### src/rtl/cube_pkg.sv
// Shared console constants and character helpers used across the cube console blocks.
package cube_pkg;

  localparam logic [7:0] ASCII_LC_A     = 8'h61;
  localparam logic [7:0] ASCII_LC_Z     = 8'h7A;
  localparam logic [7:0] ASCII_CASE_OFS = 8'h20;

  function automatic logic [7:0] to_upper(input logic [7:0] b);
    logic [7:0] r;
    r = b;
    if (b >= ASCII_LC_A && b <= ASCII_LC_Z) begin
      r = b - ASCII_CASE_OFS;
    end
    return r;
  endfunction

endpackage

### src/rtl/cdc_tx_queue_if.sv
// Byte stream into and out of the CDC loopback queue.
// The master side produces bytes and accepts the head; the slave side is the queue.
interface cdc_tx_queue_if;

  logic [7:0] in_data;
  logic       in_valid;
  logic [7:0] out_data;
  logic       out_valid;
  logic       out_ready;

  modport master (
    output in_data,
    output in_valid,
    output out_ready,
    input  out_data,
    input  out_valid
  );

  modport slave (
    input  in_data,
    input  in_valid,
    input  out_ready,
    output out_data,
    output out_valid
  );

endinterface

### src/rtl/cdc_tx_queue_ram.sv
// Simple dual-port byte storage: one write port, one registered read port, no reset.
module cdc_tx_queue_ram #(
  parameter int unsigned AddrW = 4
) (
  input  logic             clk_i,
  input  logic             we_i,
  input  logic [AddrW-1:0] waddr_i,
  input  logic [7:0]       wdata_i,
  input  logic [AddrW-1:0] raddr_i,
  output logic [7:0]       rdata_o
);

  localparam int unsigned Depth = 1 << AddrW;

  logic [7:0] mem_q [Depth];

  // Read-before-write on an address collision; the top never relies on write-through.
  always_ff @(posedge clk_i) begin
    if (we_i) begin
      mem_q[waddr_i] <= wdata_i;
    end
    rdata_o <= mem_q[raddr_i];
  end

endmodule

### src/rtl/cdc_tx_queue.sv
// Byte queue between the CDC receive and send ports in the clk60 domain, with optional
// upper-casing on write and a saturating count of bytes dropped on overflow.
module cdc_tx_queue
  import cube_pkg::*;
#(
  parameter int unsigned DEPTH_LOG2 = 4,
  parameter int unsigned UPCASE     = 1,
  parameter int unsigned CNT_W      = 16
) (
  input  logic                  clk,
  input  logic                  rst,
  input  logic                  flush,
  cdc_tx_queue_if.slave         bus,
  output logic [DEPTH_LOG2:0]   level,
  output logic                  full,
  output logic                  overflow,
  output logic [CNT_W-1:0]      drop_cnt
);

  typedef logic [DEPTH_LOG2:0] ptr_t;

  localparam ptr_t             PtrOne = ptr_t'(1);
  localparam logic [CNT_W-1:0] CntOne = CNT_W'(1);

  ptr_t             wr_ptr_q, wr_ptr_d;
  ptr_t             rd_ptr_q, rd_ptr_d;
  ptr_t             level_q, level_d;
  logic             out_valid_q, out_valid_d;
  logic             sel_byp_q, sel_byp_d;
  logic [7:0]       byp_q, byp_d;
  logic             overflow_q, overflow_d;
  logic [CNT_W-1:0] drop_cnt_q, drop_cnt_d;
  logic [7:0]       wr_byte;
  logic [7:0]       ram_rdata;
  logic             push, pop, drop;

  assign wr_byte = (UPCASE != 0) ? to_upper(bus.in_data) : bus.in_data;

  assign full = (wr_ptr_q[DEPTH_LOG2] != rd_ptr_q[DEPTH_LOG2]) &&
                (wr_ptr_q[DEPTH_LOG2-1:0] == rd_ptr_q[DEPTH_LOG2-1:0]);

  assign pop  = out_valid_q & bus.out_ready & ~flush;
  assign push = bus.in_valid & (~full | pop) & ~flush;
  assign drop = bus.in_valid & full & ~pop & ~flush;

  // rd_ptr addresses the head entry. The RAM is read at the next head address every cycle;
  // when that entry is being written in the same cycle, the head is taken from byp_q.
  always_comb begin
    wr_ptr_d   = wr_ptr_q;
    rd_ptr_d   = rd_ptr_q;
    sel_byp_d  = sel_byp_q;
    byp_d      = byp_q;
    overflow_d = overflow_q;
    drop_cnt_d = drop_cnt_q;
    if (flush) begin
      wr_ptr_d = '0;
      rd_ptr_d = '0;
    end else begin
      if (push) begin
        wr_ptr_d = wr_ptr_q + PtrOne;
      end
      if (pop) begin
        rd_ptr_d = rd_ptr_q + PtrOne;
      end
      if (push && (wr_ptr_q == rd_ptr_d)) begin
        sel_byp_d = 1'b1;
        byp_d     = wr_byte;
      end else if (pop) begin
        sel_byp_d = 1'b0;
      end
      if (drop) begin
        overflow_d = 1'b1;
        if (drop_cnt_q != '1) begin
          drop_cnt_d = drop_cnt_q + CntOne;
        end
      end
    end
    level_d     = wr_ptr_d - rd_ptr_d;
    out_valid_d = (level_d != '0);
  end

  always_ff @(posedge clk or posedge rst) begin
    if (rst) begin
      wr_ptr_q    <= '0;
      rd_ptr_q    <= '0;
      level_q     <= '0;
      out_valid_q <= 1'b0;
      sel_byp_q   <= 1'b1;
      byp_q       <= 8'h00;
      overflow_q  <= 1'b0;
      drop_cnt_q  <= '0;
    end else begin
      wr_ptr_q    <= wr_ptr_d;
      rd_ptr_q    <= rd_ptr_d;
      level_q     <= level_d;
      out_valid_q <= out_valid_d;
      sel_byp_q   <= sel_byp_d;
      byp_q       <= byp_d;
      overflow_q  <= overflow_d;
      drop_cnt_q  <= drop_cnt_d;
    end
  end

  cdc_tx_queue_ram #(
    .AddrW (DEPTH_LOG2)
  ) u_ram (
    .clk_i   (clk),
    .we_i    (push),
    .waddr_i (wr_ptr_q[DEPTH_LOG2-1:0]),
    .wdata_i (wr_byte),
    .raddr_i (rd_ptr_d[DEPTH_LOG2-1:0]),
    .rdata_o (ram_rdata)
  );

  assign bus.out_valid = out_valid_q;
  assign bus.out_data  = sel_byp_q ? byp_q : ram_rdata;
  assign level         = level_q;
  assign overflow      = overflow_q;
  assign drop_cnt      = drop_cnt_q;

endmodule

### src/flat_wrapper.sv
// flat-port wrapper written by rule: the top's interface ports become plain ports
module cdc_tx_queue_flat import cube_pkg::*;
#(
  parameter int unsigned DEPTH_LOG2 = 4,
  parameter int unsigned UPCASE     = 1,
  parameter int unsigned CNT_W      = 16
)
  (clk, rst, flush, level, full, overflow, drop_cnt, bus_in_data, bus_in_valid, bus_out_ready, bus_out_data, bus_out_valid);
  cdc_tx_queue_if bus_i ();
  input  logic clk;
  input  logic rst;
  input  logic flush;
  output logic [DEPTH_LOG2:0] level;
  output logic full;
  output logic overflow;
  output logic [CNT_W-1:0] drop_cnt;
  input wire logic [$bits(bus_i.in_data)-1:0] bus_in_data;
  input wire logic [$bits(bus_i.in_valid)-1:0] bus_in_valid;
  input wire logic [$bits(bus_i.out_ready)-1:0] bus_out_ready;
  output wire logic [$bits(bus_i.out_data)-1:0] bus_out_data;
  output wire logic [$bits(bus_i.out_valid)-1:0] bus_out_valid;
  assign bus_i.in_data = bus_in_data;
  assign bus_i.in_valid = bus_in_valid;
  assign bus_i.out_ready = bus_out_ready;
  assign bus_out_data = bus_i.out_data;
  assign bus_out_valid = bus_i.out_valid;
  cdc_tx_queue #(.DEPTH_LOG2(DEPTH_LOG2), .UPCASE(UPCASE), .CNT_W(CNT_W)) u_core (.clk(clk), .rst(rst), .flush(flush), .bus(bus_i), .level(level), .full(full), .overflow(overflow), .drop_cnt(drop_cnt));
endmodule
### config.mk
export PLATFORM = sky130hd
export DESIGN_NAME = cdc_tx_queue_flat
export DESIGN_NICKNAME = d
export VERILOG_FILES = /design/src/rtl/cube_pkg.sv /design/src/rtl/cdc_tx_queue_if.sv /design/src/rtl/cdc_tx_queue_ram.sv /design/src/rtl/cdc_tx_queue.sv /design/src/flat_wrapper.sv
export SDC_FILE = /design/constraint.sdc
export NUM_CORES = 1
export LEC_CHECK = 0
export CORE_MARGIN = 3
export CORE_UTILIZATION = 50
export DETAILED_ROUTE_END_ITERATION = 6
export PLACE_DENSITY = 0.69
export SETUP_SLACK_MARGIN = 0.1
export SYNTH_ARGS = -nofsm -noshare
export SYNTH_HDL_FRONTEND = slang
export SYNTH_SLANG_ARGS = --single-unit
### constraint.sdc
create_clock -name clk -period 8.5 [get_ports clk]
set_clock_uncertainty 0.2 [all_clocks]
set_input_delay 0.85 -clock clk [delete_from_list [all_inputs] [get_ports clk]]
set_output_delay 0.85 -clock clk [all_outputs]
set_load 0.005 [all_outputs]
; Yosys cells after proc, flatten, opt, wreduce, memory -nomap -nowiden
; Memory sizes are Yosys's and may differ from the RTL's. A register that Yosys moved wholly into a read port is not among the register bits.
; Index checks and enable logic that the tools add are counted.
[word_totals]
ramBits = 128
wordCells = 51
ff_bits = 42
in_bits = 13
output_inout_bits = 32
mem_count = 1
[mem_list]
columns = memory, words, word_bits, read_ports, rd_ports_with_merged_regs, write_ports, line_no
row1 = u_core.u_ram.mem_q, 16, 8, 1, 1, 1, cdc_tx_queue_ram.sv:15  ; logic [7:0] mem_q [Depth];
[op_classes]
n_reduce_logical = 9
n_eq_ne = 4
bitwise = 11
mux = 11
order_cmp = 2
addsub = 5
[ops]
columns = operator, count
row1 = two-way mux 5 bit, 5
row2 = adder 16 x 1 -> 16 bit (second input constant), 1
row3 = two-way mux 8 bit, 2
row4 = inequality test 16 bit (second input constant), 1
row5 = adder 5 x 1 -> 5 bit (second input constant), 2
row6 = >= comparator 8 x 7 -> 1 bit (second input constant), 1
row7 = <= comparator 8 x 7 -> 1 bit (second input constant), 1
row8 = subtractor 8 x 6 -> 8 bit (second input constant), 1
row9 = AND 1 bit, 7
row10 = AND reduction 2 bit, 3
row11 = == test 5 bit, 1
row12 = nonzero test 5 bit, 1
row13 = subtractor 5 bit, 1
row14 = == test 4 bit, 1
row15 = two-way mux 1 bit, 4
row16 = logical AND 1 bit, 3
row17 = NOT 1 bit, 3
row18 = AND reduction 3 bit, 1
row19 = nonzero test 2 bit, 1
row20 = inequality test 1 bit, 1
row21 = bitwise OR 1 bit, 1

; Depth between registers and ports, before layout
; Gate-level depths: netlist of the first run.
[depth]
ltp_word = 10
depth_mapped = 15
depth_no_buf = 14

; Modules after synthesis
; A second synthesis of the first run with hierarchy kept.
[hier_totals]
cells_unflattened = 448
hier_area_um2 = 7440.9
[by_module_without_submodules]
columns = module, area_per_inst_um2, instances, seq_area_each_um2, cells_per_inst
row1 = cdc_tx_queue_ram, 5147.4, 1, 4003.8, 229
row2 = cdc_tx_queue, 2293.4, 1, 1052.3, 219

; Worst setup path before layout of the first run
; No wires, ideal clock.
[synth_path]
path_type = input to register
from = input port bus_out_ready
to = register u_core.out_valid_q, in the netlist u_core.bus.out_valid
setup_time_ns = 0.131
path_slack_ns = 5.082
path_stages = 12
arrival_ns = 3.087
t_required_ns = 8.169
n_path_buf = 2
cell_sequence = a21bo_2 > a21oi_1 > clkbuf_1 > buf_2 > ha_1 > inv_1 > fa_1 > xor2_1 > nor3_1 > o21ai_0 > a211oi_1 > mux2i_1
[synth_via]
word_cells_on_any_way = 12
cone_classes = add/sub: 1 / mux: 5 / bitwise: 5 / reduce/logical: 1
[synth_rtl]
columns = item, line_no
row1 = "start, declared", flat_wrapper.sv:19  ; input wire logic [$bits(bus_i.out_ready)-1:0] bus_out_ready;
row2 = AND 1 bit (2 in series), cdc_tx_queue.sv:42  ; assign pop = out_valid_q & bus.out_ready & ~flush;
row3 = two-way mux 5 bit, cdc_tx_queue.sv:62  ; if (pop) begin
row4 = two-way mux 5 bit (2 in series), cdc_tx_queue.sv:55  ; if (flush) begin
row5 = net u_core.rd_ptr_d[0], cdc_tx_queue.sv:26  ; ptr_t rd_ptr_q, rd_ptr_d;
row6 = subtractor 5 bit, cdc_tx_queue.sv:78  ; level_d = wr_ptr_d - rd_ptr_d;
row7 = net u_core.level_d[2], cdc_tx_queue.sv:27  ; ptr_t level_q, level_d;
row8 = nonzero test 5 bit, cdc_tx_queue.sv:79  ; out_valid_d = (level_d != '0);
row9 = net u_core.out_valid_d, cdc_tx_queue.sv:28  ; logic out_valid_q, out_valid_d;
row10 = "end signal, assigned", cdc_tx_queue.sv:96  ; out_valid_q <= out_valid_d;
row11 = "end, declared", cdc_tx_queue.sv:28
; The timed path passes the listed nets, and every way through them passes these cells. The select of a mux whose other input is x is not followed.
; A chain may end at the register's enable or synchronous reset.

; Worst setup path after layout of the first run
[layout_path]
from = input port flush
to = register u_core.out_valid_q, in the netlist u_core.bus.out_valid
[layout_via]
elab_chain_cells = 9
word_cells_on_any_way = 12
cone_classes = add/sub: 1 / mux: 5 / bitwise: 5 / reduce/logical: 1
[layout_lines]
columns = item, line_no
row1 = "start, declared", flat_wrapper.sv:12  ; input logic flush;
row2 = NOT 1 bit (no source line), --
row3 = AND 1 bit, cdc_tx_queue.sv:42
row4 = bitwise OR 1 bit, cdc_tx_queue.sv:43  ; assign push = bus.in_valid & (~full | pop) & ~flush;
row5 = AND 1 bit (2 in series), cdc_tx_queue.sv:43
row6 = two-way mux 5 bit, cdc_tx_queue.sv:59  ; if (push) begin
row7 = two-way mux 5 bit, cdc_tx_queue.sv:55
row8 = subtractor 5 bit *, cdc_tx_queue.sv:78
row9 = net u_core.level_d[2], cdc_tx_queue.sv:27
row10 = nonzero test 5 bit *, cdc_tx_queue.sv:79
row11 = net u_core.out_valid_d, cdc_tx_queue.sv:28
; The timed path passes the listed nets; every way through them passes the cells marked *. The select of a mux whose other input is x is not followed.

==> results.cfg, run 1 <==
[die]
initial_core_util_pct = 51.69
core_sq_um = 14750
pin_count = 45
rows = 44
die_h_um = 129.5
dieArea_sq_um = 16770
die_width_um = 129.5

[sta]
final-hold-violation-count = 0
min_period_over_period_pct = 48.51
worst_slew_pin_slew_ns = 1.202
slew_violations = 0
layout_setup_ws_ns = 4.377
setup-tns-final_ns = 0
setup_viol = 0
max_freq_mhz = 242.5
fin_crit_ns = 4.123
slew_headroom_pct = 19.26
rsz0062_at_grt = no

[critical_path]
ff2ff_setup_slack_ns = 4.83
slowest_stage = buf_4
rr_endpoint = u_core.bus.out_valid
required_ns = 8.61
cp_cell_sequence = clkdlybuf4s50_1 -> a21oi_4 -> buf_4 -> ha_1 -> inv_1 -> fa_1 -> xor2_1 -> nor3_1 -> o21ai_0 -> a211oi_1 -> mux2i_1
start_kind = input pin
worst-path-buf-inv = 3
rr_worst_depth = 13
critPathArrivalTime_ns = 4.23
max_stage_delay_ns = 0.76
crit_path_end_kind = flip-flop
critical-path-top-delay-family = buffers and inverters
rr_startpoint = u_core.wr_ptr_q[3]
worstSetupPathType = in2reg
cp_max_fo = 66

[finish]
area_delta_synth_final_pct = 15.70
finish.utilization_pct = 59.80
n_fill_cell = 1141
finalNetCount = 611
drive_gt1_share_pct = 16.19
fin_area_sq_um = 8823
num_antenna_cells = 0

[global_routing]
first_global_vias = 4229
grt.overflow.total = 0
grt_max_degree = 67
antenna_found_initial = 0
grtUsageTotal_pct = 19.24
grt_pass1_wl_mm = 23.75

[worst_hold_path]
holdPathStages = 1
min_to = u_core.overflow
worst_hold_startpoint = u_core.overflow
worstHoldPathType = reg2reg

[run_status]
run_status = complete, no violations

[clocking]
ctsHtreeMaxLevel = 4
clock_sink_count = 178
cts_tree = built
ctsResizeCount = 0
cts.clk_slew.worst_paths_ns = 0.07
root_buffer = clkbuf_16
cts_buffer_depth = 2
post-cts-setup-buffers = 0
cts_made_buffers = 17
cts_hold_buf = 0
clk_latency_ns = 0.43

[logic_synthesis]
syn_nets = 561
netlist.area_leader.share_pct = 50.40
synth_async_sr_flop_share_pct = 23.60
synth_most_common_cell = edfxtp_1
synth-edff-count = 128
synth_seq_cells = 178
ys_seq_area_share_pct = 66.30
synth_top_cells_by_count = edfxtp_1, nand2_1, mux2_2
syn_avg_cell_area_sq_um = 14.23
synthTopCellsByArea = edfxtp_1, dfrtp_1, mux2_2
syn-instance-count = 536
netlist_area_sq_um = 7626
ys.flop_type = edfxtp_1
synth_warnings = 0
synth_top_area_cell = edfxtp_1
synth_cell_types = 48

[detailed_routing]
avgViaCountPerCell = 5.610
num_vias = 4393
postRouteAntennaNets = 0
drtIter0Drc = 378
wl_per_cell_um = 19.44
drc = 0
first_pass_iters = 4
routed_wirelength_mm = 15.22

[placed_design]
dp_hpwl_mm = 10.03
place.gp.congestion = 0.8016
placed_area_sq_um = 8280
dp_worst_setup_slack_ns = 3.949
numPortBuffers = 44

[pwr]
p_total_mw = 2.054
leakage_nw = 3.053
powerDensity_nw_per_um2 = 232.8
ir_worst_vdd_uv = 159.7

[run]
cap_viol_max_count = 0
cell usage in the layout (no fill, tap or decap), drive strengths merged, types with 7 or more instances in the layout:
cell           netlist  routed
ha                  11      11
clkbuf               9      18
nand4               14      14
dfxtp                8       8
xnor2               19      19
mux2                49      49
o211ai              32      32
mux2i               36      36
dfrtp               41      41
xor2                12      12
clkdlybuf4s50        0      44
nand3               15      15
inv                 11      12
nand2               50      50
clkinv               0       9
edfxtp             128     128
nor3                 8       8
a21oi                7       7
nor2                38      38
where the power goes:
part	leakage [nW]	total (mW)	internal [mW]	switching, mW
Combinational	1.02	0.323	0.173	0.150
Clock	0.259	0.717	0.400	0.316
Sequential	1.78	1.01	0.984	0.0312
routing by layer:
metal  vias up  wire length [um]  track usage [%]
met1      2158              7281            28.06
li1       2102                 -                -
met5         -                 0                0
met4         0               235            7.274
met3        21               782            5.317
met2       112              6920            27.77
worst max path at each step:
stage	start	end	depth (start not counted)
6_report	flush	u_core.bus.out_valid	11
5_1_grt	flush	u_core.bus.out_valid	11
4_1_cts	flush	u_core.bus.out_valid	11
3_5_place_dp	flush	u_core.bus.out_valid	11
3_3_place_gp	flush	u_core.bus.out_valid	11
2_1_floorplan	bus_out_ready	u_core.bus.out_valid	12
cell families (layout without fill, tap and decap cells):
family                   after synthesis  after routing  share of synthesized area (%)
AO/OA/AOI/OAI                         51             51                          4.725
multiplexers                          85             85                          11.96
AND/OR/NAND/NOR                      149            149                          9.647
buffers and inverters                 30             93                          1.641
XOR/XNOR                              31             31                          3.659
adder cells (fa/ha/maj)               12             12                          2.067
flip-flops                           178            178                          66.30
stage by stage:
stage / hold WS [ns] / instances
after floorplan: 0.2650 / 536
after global placement: 0.2505 / 751
after detailed placement: 0.2690 / 751
after CTS: 0.2848 / 783
after global routing: 0.3043 / 783
final: 0.2734 / 783
sequential cells by signal (all words and copies together) (netlist names):
register / count
u_core.byp_q: 8
u_core.overflow: 1
u_core.bus.out_valid: 1
u_core.sel_byp_q: 1
u_core.level: 5
u_core.u_ram.rdata_o: 8
u_core.drop_cnt: 16
u_core.wr_ptr_q: 5
u_core.u_ram.mem_q: 128
u_core.rd_ptr_q: 5
area by class of cell:
cell class              instances  area [sq um]  area share [%]
repair buffers                 50         485.5           5.502
clock buffers                  18         429.2           4.864
flip-flops and latches        178          5056           57.30
clock inverters                14         113.9           1.290
inverters                      11         41.29          0.4680
multi-input cells             328          2467           27.96
well taps                     184         230.2           2.609
No activity file was read; power rests on OpenSTA's default activity.
==> inputs of run 2 (changes only) <==
- clock period: 8.5 -> 3.9 ns (I/O delays scaled with it)
==> results.cfg, run 2 (synthesis results as in run 1) <==
[clocking]
cts.clk_slew.worst_paths_ns = 0.06
cts_made_buffers = 17
ctsHtreeMaxLevel = 4
clock_sink_count = 178
cts_tree = built
clk_latency_ns = 0.43
root_buffer = clkbuf_16
cts_buffer_depth = 2

[critical_path]
required_ns = 3.99
rr_startpoint = u_core.wr_ptr_q[0]
cp_max_fo = 5
startpoint = u_core.wr_ptr_q[0]
ff2ff_setup_slack_ns = 0.42
critPathArrivalTime_ns = 3.57
worst-path-buf-inv = 1
rr_worst_depth = 13
start_kind = flip-flop
rr_endpoint = u_core.bus.out_valid
cp_cell_sequence = xnor2_1 -> nand4_1 -> or3_4 -> nand2_1 -> xnor2_1 -> or2_2 -> ha_1 -> inv_1 -> fa_1 -> nor3_1 -> o21ai_0 -> a211oi_1 -> mux2i_1
max_stage_delay_ns = 0.45
worstSetupPathType = reg2reg
cpMostUsedCell = xnor2_1
slowest_stage = dfrtp_1
crit_path_end_kind = flip-flop
critical-path-top-delay-family = simple AND/OR/NAND/NOR gates

[pwr]
leakage_nw = 3.112
p_total_mw = 4.537
powerDensity_nw_per_um2 = 507.2
ir_worst_vdd_uv = 340.0

[sta]
fin_crit_ns = 3.484
final-hold-violation-count = 0
layout_setup_ws_ns = 0.4156
min_period_over_period_pct = 89.34
worst_slew_pin_slew_ns = 0.8469
max_freq_mhz = 287.0
slew_headroom_pct = 43.36
rsz0062_at_grt = no
slew_violations = 0
setup_viol = 0
setup-tns-final_ns = 0

[finish]
drive_gt1_share_pct = 18.23
finish.utilization_pct = 60.63
num_antenna_cells = 0
largest_reg_flops = 128
area_delta_synth_final_pct = 17.29
layout_commonest_cell = edfxtp_1
final_cell_mix = edfxtp_1, nand2_1, mux2_2
finalNetCount = 621
n_fill_cell = 1125
regMostFlops = u_core.u_ram.mem_q

[global_routing]
grt.overflow.total = 0
antenna_found_initial = 0
grt_max_degree = 66
first_global_vias = 4333
grt_pass1_wl_mm = 24.26
grtUsageTotal_pct = 19.52

[detailed_routing]
routed_wirelength_mm = 15.59
drtIter0Drc = 320
drc = 0
wl_per_cell_um = 19.66
avgViaCountPerCell = 5.619
num_vias = 4456
postRouteAntennaNets = 0
first_pass_iters = 4

[placed_design]
place.gp.congestion = 0.8572
dp_worst_setup_slack_ns = 0.1762
dp_hpwl_mm = 10.21
numPortBuffers = 44

[worst_hold_path]
worstHoldPathType = in2async

[die]
dieArea_sq_um = 16770
core_sq_um = 14750
die_h_um = 129.5
rows = 44
initial_core_util_pct = 51.69
die_width_um = 129.5
pin_count = 45

[run_status]
run_status = complete, no violations

[run]
cap_viol_max_count = 0
-- run 2: changes by cell type in the layout (fill, tap and decap cells not counted), moves of 2 or more --
cell | before | now
inv_8 | 0 | 2
clkinv_1 | 4 | 1
clkinv_4 | 2 | 4
clkinv_2 | 3 | 1
buf_4 | 6 | 15
-- run 2: area by class of cell --
type	instances	area (sq um)	share of cell area, %
flip-flops and latches	178	5056	56.53
multi-input cells	328	2480	27.72
inverters	11	41.29	0.4616
clock inverters	13	131.4	1.469
well taps	184	230.2	2.574
repair buffers	60	573.1	6.406
clock buffers	19	432.9	4.840
-- run 2: layer usage --
metal  share of wire (%)  vias to the layer above  track usage (%)
met5                   0                        -                0
met1                  48                     2204            28.99
met3                 5.1                       18            4.369
li1                    -                     2110                -
met2                  46                      124            28.84
met4                 1.5                        0            6.296
-- run 2: power breakdown --
group          internal, mW  switching [mW]  leakage, nW
Combinational         0.386           0.335         1.07
Clock                 0.891           0.715        0.264
Sequential             2.14          0.0684         1.78
-- run 2: tightest hold or removal path, delay by kind of cell --
family,cells,cell delay [ns]
buffers and inverters,3,0.90
-- run 2: what timing repair did --
| item | in CTS | in global routing |
|---|---|---|
| buffers inserted | 0 | 1 |
| resized for setup | 0 | 2 |
| endpoints found under the setup margin | 0 | 1 |
| hold buffers | 0 | 0 |
-- run 2: how the worst max path moves through the flow --
stage	endpoint	slack, ns	cells past startpoint
floorplan	u_core.bus.out_valid	0.59	14
global placement	u_core.bus.out_valid	0.28	14
detailed placement	u_core.bus.out_valid	0.18	14
CTS	u_core.bus.out_valid	0.25	13
global route	u_core.bus.out_valid	0.17	14
finish	u_core.bus.out_valid	0.42	13
-- run 2: per-stage QoR --
step | hold WS [ns] | cell area [sq um] | std cells
finish | 0.2110 | 8945 | 793
detailed placement | 0.2588 | 8361 | 760
CTS | 0.2202 | 8925 | 792
global placement | 0.2510 | 8361 | 760
global route | 0.2627 | 8945 | 793
floorplan | 0.2650 | 7626 | 536
